### config.mk
export PLATFORM = sky130hd
export DESIGN_NAME = switch_out_sched_flat
export DESIGN_NICKNAME = d
export VERILOG_FILES = /design/src/rtl/switch_pkg.sv /design/src/rtl/switch_out_sched_if.sv /design/src/rtl/switch_sync_fifo.sv /design/src/rtl/switch_out_sched.sv /design/src/flat_wrapper.sv
export SDC_FILE = /design/constraint.sdc
export NUM_CORES = 1
export LEC_CHECK = 0
export CORE_ASPECT_RATIO = 0.9
export CORE_MARGIN = 2
export CORE_UTILIZATION = 57
export CTS_CLUSTER_SIZE = 30
export DETAILED_ROUTE_END_ITERATION = 10
export PLACE_DENSITY_LB_ADDON = 0.15
export SYNTH_ARGS = -nofsm -noshare
export SYNTH_HDL_FRONTEND = slang
export SYNTH_HIERARCHICAL = 1
export SYNTH_SLANG_ARGS = --single-unit
### constraint.sdc
create_clock -name clk -period 6.9 [get_ports clk]
set_input_delay 1.38 -clock clk [delete_from_list [all_inputs] [get_ports clk]]
set_output_delay 1.38 -clock clk [all_outputs]
set_load 0.1 [all_outputs]
### src/rtl/switch_pkg.sv
// Shared types and constants for the switch output-port datapath.
// Latency: none (declarations only).
// Backpressure: n/a.
package switch_pkg;

  localparam int NUM_PORTS      = 4;
  localparam int OUT_FIFO_DEPTH = 8;
  localparam int PKT_W          = 16;

  // Packet as carried on every requester lane and on the output.
  typedef struct packed {
    logic [3:0] source;
    logic [3:0] target;
    logic [7:0] data;
  } pkt_t;

endpackage

### src/rtl/switch_out_sched_if.sv
// Bundles the requester lanes and the output stream of one output-port scheduler.
// Latency: none (wiring only).
// Backpressure: req_ready grants a requester; out_ready stalls the output head.
// Ports:
//   req_valid/req_pkt/req_ready : NREQ packed requester lanes, 16 bits per lane
//   out_valid/out_pkt/out_ready : output stream (head of the output FIFO)
//   fifo_count                  : packets currently buffered
// master = upstream/downstream environment, slave = the scheduler.
interface switch_out_sched_if #(
  parameter int NREQ  = 4,
  parameter int DEPTH = 8
);
  import switch_pkg::*;

  logic [NREQ-1:0]         req_valid;
  logic [NREQ*PKT_W-1:0]   req_pkt;
  logic [NREQ-1:0]         req_ready;
  logic                    out_valid;
  pkt_t                    out_pkt;
  logic                    out_ready;
  logic [$clog2(DEPTH):0]  fifo_count;

  modport master (
    output req_valid, req_pkt, out_ready,
    input  req_ready, out_valid, out_pkt, fifo_count
  );

  modport slave (
    input  req_valid, req_pkt, out_ready,
    output req_ready, out_valid, out_pkt, fifo_count
  );

endinterface

### src/rtl/switch_sync_fifo.sv
// Synchronous ring-buffer FIFO of packets.
// Latency: a push is visible at pop_pkt/empty after one clock edge; no write-to-read bypass.
// Backpressure: push is dropped when full and pop is ignored when empty; callers gate on full/empty.
// Ports:
//   clk, rst_n          : clock, asynchronous active-low reset (pointers/count only)
//   push, push_pkt      : write one packet at the write pointer
//   pop, pop_pkt        : advance past the head packet; pop_pkt is the head
//   full, empty, count  : occupancy status
module switch_sync_fifo
  import switch_pkg::*;
#(
  parameter int DEPTH = OUT_FIFO_DEPTH
) (
  input  logic                    clk,
  input  logic                    rst_n,
  input  logic                    push,
  input  pkt_t                    push_pkt,
  input  logic                    pop,
  output pkt_t                    pop_pkt,
  output logic                    full,
  output logic                    empty,
  output logic [$clog2(DEPTH):0]  count
);

  localparam int              AW       = $clog2(DEPTH);
  localparam logic [AW:0]     FULL_CNT = (AW+1)'(DEPTH);

  pkt_t          mem [DEPTH];
  logic [AW-1:0] wr_ptr;
  logic [AW-1:0] rd_ptr;
  logic [AW:0]   count_q;
  logic          do_push;
  logic          do_pop;

  assign full    = (count_q == FULL_CNT);
  assign empty   = (count_q == '0);
  assign do_push = push && !full;
  assign do_pop  = pop && !empty;

  // DEPTH is a power of two, so natural pointer overflow is the modulo wrap.
  always_ff @(posedge clk or negedge rst_n) begin
    if (!rst_n) begin
      wr_ptr  <= '0;
      rd_ptr  <= '0;
      count_q <= '0;
    end else begin
      if (do_push) wr_ptr <= wr_ptr + AW'(1);
      if (do_pop)  rd_ptr <= rd_ptr + AW'(1);
      case ({do_push, do_pop})
        2'b10:   count_q <= count_q + (AW+1)'(1);
        2'b01:   count_q <= count_q - (AW+1)'(1);
        default: count_q <= count_q;
      endcase
    end
  end

  // Storage carries no reset: a cleared count already marks every entry stale.
  always_ff @(posedge clk) begin
    if (do_push) mem[wr_ptr] <= push_pkt;
  end

  assign pop_pkt = mem[rd_ptr];
  assign count   = count_q;

endmodule

### src/rtl/switch_out_sched.sv
// Output-port scheduler: round-robin arbitration of NREQ requesters into an output FIFO.
// Latency: one cycle from a granted push to out_valid when the FIFO is empty.
// Backpressure: no grant while the FIFO is full (even with a pop that cycle); out_ready stalls the head.
// Ports:
//   clk, rst_n : clock, asynchronous active-low reset
//   bus        : slave side of switch_out_sched_if (requester lanes, output stream, fifo_count)
module switch_out_sched
  import switch_pkg::*;
#(
  parameter int DEPTH = OUT_FIFO_DEPTH,
  parameter int NREQ  = NUM_PORTS
) (
  input  logic               clk,
  input  logic               rst_n,
  switch_out_sched_if.slave  bus
);

  // NREQ is a power of two (4 in this revision), so pointer overflow wraps modulo NREQ.
  localparam int PW = $clog2(NREQ);

  logic [PW-1:0]   rr_ptr;
  logic [PW-1:0]   idx;
  logic [PW-1:0]   grant_idx;
  logic            grant_any;
  logic [NREQ-1:0] grant;
  pkt_t            push_pkt;
  pkt_t            head_pkt;
  logic            full;
  logic            empty;
  logic            pop;
  logic [$clog2(DEPTH):0] count;

  // Search starting at rr_ptr; the first valid lane found wins.
  // Gating on full (not full-after-pop) keeps req_ready off the out_ready path.
  // Gating on rst_n keeps every grant low while reset is held.
  always_comb begin
    idx       = '0;
    grant_idx = '0;
    grant_any = 1'b0;
    for (int k = 0; k < NREQ; k++) begin
      idx = rr_ptr + PW'(k);
      if (!grant_any && bus.req_valid[idx]) begin
        grant_any = 1'b1;
        grant_idx = idx;
      end
    end
    if (full || !rst_n) begin
      grant_any = 1'b0;
    end
    grant = grant_any ? (NREQ'(1) << grant_idx) : '0;
  end

  // The pointer moves just past the winner so it ranks last next time.
  always_ff @(posedge clk or negedge rst_n) begin
    if (!rst_n) begin
      rr_ptr <= '0;
    end else if (grant_any) begin
      rr_ptr <= grant_idx + PW'(1);
    end
  end

  // Lane select: each lane is PKT_W (16) bits, so the lane offset is grant_idx * 16.
  assign push_pkt = pkt_t'(bus.req_pkt[{grant_idx, 4'b0000} +: PKT_W]);
  assign pop      = bus.out_ready && !empty;

  switch_sync_fifo #(
    .DEPTH (DEPTH)
  ) u_fifo (
    .clk      (clk),
    .rst_n    (rst_n),
    .push     (grant_any),
    .push_pkt (push_pkt),
    .pop      (pop),
    .pop_pkt  (head_pkt),
    .full     (full),
    .empty    (empty),
    .count    (count)
  );

  assign bus.req_ready  = grant;
  assign bus.out_valid  = !empty;
  assign bus.out_pkt    = head_pkt;
  assign bus.fifo_count = count;

endmodule

### src/flat_wrapper.sv
// flat-port wrapper written by rule: the top's interface ports become plain ports
module switch_out_sched_flat import switch_pkg::*;
#(
  parameter int DEPTH = OUT_FIFO_DEPTH,
  parameter int NREQ  = NUM_PORTS
)
  (clk, rst_n, bus_req_valid, bus_req_pkt, bus_out_ready, bus_req_ready, bus_out_valid, bus_out_pkt, bus_fifo_count);
  switch_out_sched_if #(.NREQ(NREQ), .DEPTH(DEPTH)) bus_i ();
  input  logic clk;
  input  logic rst_n;
  input wire logic [$bits(bus_i.req_valid)-1:0] bus_req_valid;
  input wire logic [$bits(bus_i.req_pkt)-1:0] bus_req_pkt;
  input wire logic [$bits(bus_i.out_ready)-1:0] bus_out_ready;
  output wire logic [$bits(bus_i.req_ready)-1:0] bus_req_ready;
  output wire logic [$bits(bus_i.out_valid)-1:0] bus_out_valid;
  output wire logic [$bits(bus_i.out_pkt)-1:0] bus_out_pkt;
  output wire logic [$bits(bus_i.fifo_count)-1:0] bus_fifo_count;
  assign bus_i.req_valid = bus_req_valid;
  assign bus_i.req_pkt = bus_req_pkt;
  assign bus_i.out_ready = bus_out_ready;
  assign bus_req_ready = bus_i.req_ready;
  assign bus_out_valid = bus_i.out_valid;
  assign bus_out_pkt = bus_i.out_pkt;
  assign bus_fifo_count = bus_i.fifo_count;
  switch_out_sched #(.DEPTH(DEPTH), .NREQ(NREQ)) u_core (.clk(clk), .rst_n(rst_n), .bus(bus_i));
endmodule
# --- Word-level counts from Yosys, hierarchy flattened ---
# Memories as Yosys holds them, arrays and structs flattened.
# Index checks and enable logic that the tools add are counted.
word_totals:
  regBits: 12
  latchBits: 0
  ram_bits: 128
  mem_bits_ro: 0
  input_bits: 71
  output_inout_bits: 25
  word_cells: 58
  memories: 1
op_classes:
  addsub: 8
  multipliers: 0
  n_div: 0
  n_lt_le_gt_ge: 4
  n_eq_ne: 3
  n_shift: 2
  mux: 21
  bitwise: 0
  reduce_logical: 15
mem_list:
  columns: ["name", "words", "width", "rd", "rd_ports_with_merged_regs", "write_ports", "line", "rtl"]
  rows:
  - ["u_core.u_fifo.mem", 8, 16, 1, 0, 1, "switch_sync_fifo.sv:28", "pkt_t mem [DEPTH];"]
ops:
  columns: ["op", "count"]
  rows:
  - ["$shiftx A64 B7 Y16", 1]
  - ["$lt A2 B3 Y1 const B", 4]
  - ["$mux W1", 11]
  - ["$bmux W1 S2", 4]
  - ["$mux W2", 4]
  - ["$pmux W4 S2", 1]
  - ["$add A3 B1 Y3 const B", 2]
  - ["$logic_and A1 B1 Y1", 6]
  - ["$logic_not A1 Y1", 6]
  - ["$add A2 B1 Y2 const B", 2]
  - ["$add A2 B2 Y2 const B", 2]
  - ["$add A4 B1 Y4 const B", 1]
  - ["$eq A4 B4 Y1 const B", 1]
  - ["$logic_not A4 Y1", 1]
  - ["$mux W4", 1]
  - ["$shl A1 B2 Y4 const A", 1]
  - ["$sub A4 B1 Y4 const B", 1]
  - ["$eq A2 B1 Y1 const B", 1]
  - ["$eq A2 B2 Y1 const B", 1]
  - ["$reduce_bool A2 Y1", 1]
  - ["$logic_or A1 B1 Y1", 1]

# --- Longest topological paths before layout ---
logic_depth:
  depth_word: 16
  depth_mapped: 9
  ltp_nobuf: 9

# --- Cells and area by module ---
# The synthesis kept the hierarchy.
by_module_without_submodules:
  columns: ["mod", "instances", "cells_each", "area_per_inst_um2", "seq_area_each_um2"]
  rows:
  - ["switch_sync_fifo", 1, 253, 5556.6, 4093.9]
  - ["switch_out_sched", 1, 81, 782.0, 50.0]

# --- Worst setup path after synthesis ---
# OpenSTA, ideal clock, no wires.
synth_timing:
  path_type: "input to output"
  startpoint: "input bus_req_valid[2]"
  endpoint: "output bus_req_ready[1]"
  arrival_time_ps: 3455
  required_ps: 5520
  path_slack_ps: 2065
  path_stages: 6
  n_path_buf: 1
  path_cell_list: "mux2i_1 > nor2_1 > a311oi_2 > buf_4 > nand2_1 > nor2_1"
synth_between:
  elab_chain_len: 14
  elab_cells_between_ends: 25
  cone_classes: "shift (1); mux (18); reduce/logical (6)"
synth_lines:
  columns: ["element", "line", "rtl"]
  rows:
  - ["start: declaration", "flat_wrapper.sv:11", "input wire logic [$bits(bus_i.req_valid)-1:0] bus_req_valid;"]
  - ["$bmux W1 S2", "switch_out_sched.sv:42", "if (!grant_any && bus.req_valid[idx]) begin"]
  - ["$mux W1 (not written as such)", "switch_out_sched.sv:42", null]
  - ["$mux W1", "switch_out_sched.sv:42", null]
  - ["$logic_not A1 Y1", "switch_out_sched.sv:42", null]
  - ["$logic_and A1 B1 Y1", "switch_out_sched.sv:42", null]
  - ["$mux W1", "switch_out_sched.sv:42", null]
  - ["$logic_not A1 Y1", "switch_out_sched.sv:42", null]
  - ["$logic_and A1 B1 Y1", "switch_out_sched.sv:42", null]
  - ["$mux W1", "switch_out_sched.sv:42", null]
  - ["$logic_not A1 Y1", "switch_out_sched.sv:42", null]
  - ["$logic_and A1 B1 Y1", "switch_out_sched.sv:42", null]
  - ["$mux W2 / $mux W1 (equally long branches)", "switch_out_sched.sv:42", null]
  - ["$shl A1 B2 Y4 / $mux W1 (equally long branches)", "switch_out_sched.sv:50, switch_out_sched.sv:47", null]
  - ["$mux W4 (*)", "switch_out_sched.sv:50", "grant = grant_any ? (NREQ'(1) << grant_idx) : '0;"]
  - ["end: declaration", "flat_wrapper.sv:14", "output wire logic [$bits(bus_i.req_ready)-1:0] bus_req_ready;"]
# Mark *: on every way between the ends. The rest lies on a longest branch, timed or not. The select of a mux whose other input is x is not followed.

# --- Final worst setup path ---
layout_timing:
  startpoint: "input bus_req_valid[0]"
  endpoint: "output bus_req_ready[1]"
# The elaborated chain is that of the path after synthesis.

==> flow_metrics.env <==
export IMPL_run_status="complete, no violations"
export IMPL_synthMuxAreaShare_pct=23.9
export IMPL_synth_edf_count=128
export IMPL_avgViaCountPerCell=5.96
export IMPL_fin_ws_ps=1230
export IMPL_final_cell_area_um2=8040
export IMPL_max_freq_mhz=176
export IMPL_routabilityCongestion=0.751
export IMPL_synth_cell_area_um2=6340
export IMPL_root_buffer="clkbuf_16"
export IMPL_rows=36
export IMPL_ys_seq_area_share_pct=65.4
export IMPL_route_detailed_drc=0
export IMPL_diodes=0
export IMPL_cts_sinks=140
export IMPL_routed_wl_um=13300
export IMPL_cts_resized_gates=0
export IMPL_die_w_um=115
export IMPL_place_inst=555
export IMPL_pre_cts_slack_ps=1240
export IMPL_synth_compound_area_share_pct=1.88
export IMPL_first_iter_violations=216
export IMPL_h_tree_depth=4
export IMPL_yosys_warnings=6
export IMPL_vdd_ir_drop_worst_uv=374
export IMPL_clock_latency_ps=410
export IMPL_critical_path_cell_chain="clkdlybuf4s50_1 > mux2i_1 > nor2_1 > a311oi_4 > nand2_1 > nor2_1 > clkdlybuf4s50_1"
export IMPL_dp_hpwl_um=8240
export IMPL_layout_drive_gt1_share_pct=16.3
export IMPL_ys_seq_elements=140
export IMPL_max_stage_delay_ps=1140
export IMPL_syn_area_per_cell_um2=19.0
export IMPL_io_pins=96
export IMPL_finalHoldViolations=0
export IMPL_worst_slew_pin_slew_ps=1040
export IMPL_layout_cells_non_filler=587
export IMPL_cpMaxStageDelayCell="clkdlybuf4s50_1"
export IMPL_syn_to_final_growth_pct=26.8
export IMPL_clk_path_buf_depth=2
export IMPL_postSynthCellCount=334
export IMPL_crit_type="input pin to primary output"
export IMPL_core_area_um2=10800
export IMPL_grt_pass1_wl_um=20400
export IMPL_layout_nets=518
export IMPL_p_leak_nw=2.91
export IMPL_critical_path_max_fanout=10
export IMPL_finalSetupTns_ps=0
export IMPL_antenna_found_initial=0
export IMPL_cts_setup_buffers=0
export IMPL_async_reset_ff_share_pct=8.57
export IMPL_cts_tree="built"
export IMPL_hold_slack_ps=534
export IMPL_die_h_um=104
export IMPL_slew_limit_headroom_pct=30.4
export IMPL_cts_buffers=17
export IMPL_synth_top_family_by_area="multiplexers"
export IMPL_vias=3500
export IMPL_power_density_nw_per_um2=518
export IMPL_grt_max_degree=38
export IMPL_synth_simple_area_share_pct=3.53
export IMPL_min_period_over_period_pct=82.2
export IMPL_cts_clk_slew_worst_paths_ps=50
export IMPL_syn_nets=411
export IMPL_hold_buffers=0
export IMPL_die_area_um2=12000
export IMPL_drt_pass1_iterations=4
export IMPL_fin_crit_ps=5670
export IMPL_final_common_cell="edfxtp_1"
export IMPL_cp_end_kind="primary output"
export IMPL_start_util_pct=58.6
export IMPL_io_buffers=95
export IMPL_clock_skew_ps=11.5
export IMPL_critPathRequiredTime_ps=5520
export IMPL_routedWlPerCell_um=22.7
export IMPL_setup_violations=0
export IMPL_crit_arrival_ps=4290
export IMPL_final_cell_mix="edfxtp_1, clkdlybuf4s50_1, mux2i_1"
export IMPL_maxCapViolations=0
export IMPL_rsz0062_at_grt="false"
export IMPL_yosys_area_share_adder_pct=1.30
export IMPL_slew_violations=0
export IMPL_hp_class="flop to flop"
export IMPL_ant_nets=0
export IMPL_grt_use_total_pct=23.8
export IMPL_place_area_um2=7400
export IMPL_fill_cells=648
export IMPL_synth_xor_area_share_pct=0.967
export IMPL_grt_pass1_vias=3702
export IMPL_gr_total_overflow=0
export IMPL_ys_flop_type="edfxtp_1"
export IMPL_netlist_cell_type_count=42
export IMPL_critPathLaunchType="input pin"
path summary, 6_finish.rpt:
kind	end	slack, ps	cells after the start	startpoint
worst max-delay path	bus_req_ready[1]	1230	7	bus_req_valid[0]
worst min-delay path	u_core/u_fifo/wr_ptr[0]	530	1	u_core/u_fifo/wr_ptr[0]
worst max register to register	u_core/u_fifo/count[3]	3610	9	u_core/u_fifo/count[3]
worst min register to register	u_core/u_fifo/wr_ptr[0]	530	1	u_core/u_fifo/wr_ptr[0]
max in group asynchronous	u_core/u_fifo/rd_ptr[0]	5180	1	rst_n
min in group asynchronous	u_core/u_fifo/count[2]	1330	1	rst_n
logic make-up after synthesis:
family / after synthesis
muxes: 100
xor gates and xnor gates: 7
DFF: 140
buffers and inverters: 26
adders and majority gates: 6
and+or+nand+nor: 40
AOI/OAI and AO/OA: 15
per-layer routing:
| layer | vias up | routed length [um] | share of wire (%) | GRT usage (%) |
|---|---|---|---|---|
| met5 | - | 0 | 0 | 0 |
| met4 | 0 | 190 | 1.4 | 6.88 |
| met3 | 15 | 676 | 5.1 | 6.00 |
| met2 | 121 | 6950 | 52 | 39.9 |
| met1 | 1781 | 5530 | 41 | 30.9 |
| li1 | 1583 | - | - | - |
layout make-up:
type,instances,area (um^2),share of cell area [%]
Clock buffer,20,447,5.56
Clock inverter,12,196,2.44
Inverter,9,33.8,0.420
Multi-Input combinational cell,168,2030,25.2
Sequential cell,140,4150,51.6
Tap cell,133,166,2.07
Timing Repair Buffer,105,1030,12.8
stage by stage:
stage                     power, mW  util, %
after detailed placement       3.20     68.4
after global placement         3.15     68.4
after floorplan                2.79        -
after CTS                      4.19     74.4
after global routing           4.32     74.4
final                          4.17     74.4
Yosys cell counts, types with 3 or more instances:
cell type | number | area (um^2)
nor2_1 | 10 | 37.5
nand2b_1 | 3 | 18.8
edfxtp_1 | 128 | 3840
dfrtp_1 | 12 | 300
nand2_1 | 9 | 33.8
xnor2_1 | 6 | 52.6
clkbuf_1 | 3 | 11.3
ha_1 | 5 | 62.6
nand3_1 | 4 | 20.0
mux2_2 | 18 | 203
mux4_2 | 7 | 158
inv_1 | 9 | 33.8
buf_6 | 5 | 56.3
a21oi_1 | 6 | 30.0
mux4_1 | 25 | 657
mux2i_1 | 50 | 500
nor3b_1 | 3 | 22.5
worst max-delay path, delay by kind of cell:
kind	cells	cell delay, ps
buffers and inverters	2	1650
AOI/OAI and AO/OA	1	700
and+or+nand+nor	3	380
muxes	1	170
state kept, by name, summed over array words and instances (netlist names):
name,count
u_core/u_fifo/mem,128
u_core/u_fifo/count,4
u_core/u_fifo/rd_ptr,3
u_core/u_fifo/wr_ptr,3
u_core/rr_ptr,2
report_power, final:
group / switching [mW] / internal (mW)
Clock: 0.328 / 0.649
Combinational: 1.21 / 0.622
Sequential: 0.174 / 1.18
Total: 1.72 / 2.45
Note: power is estimated with default switching activity, not from simulation.
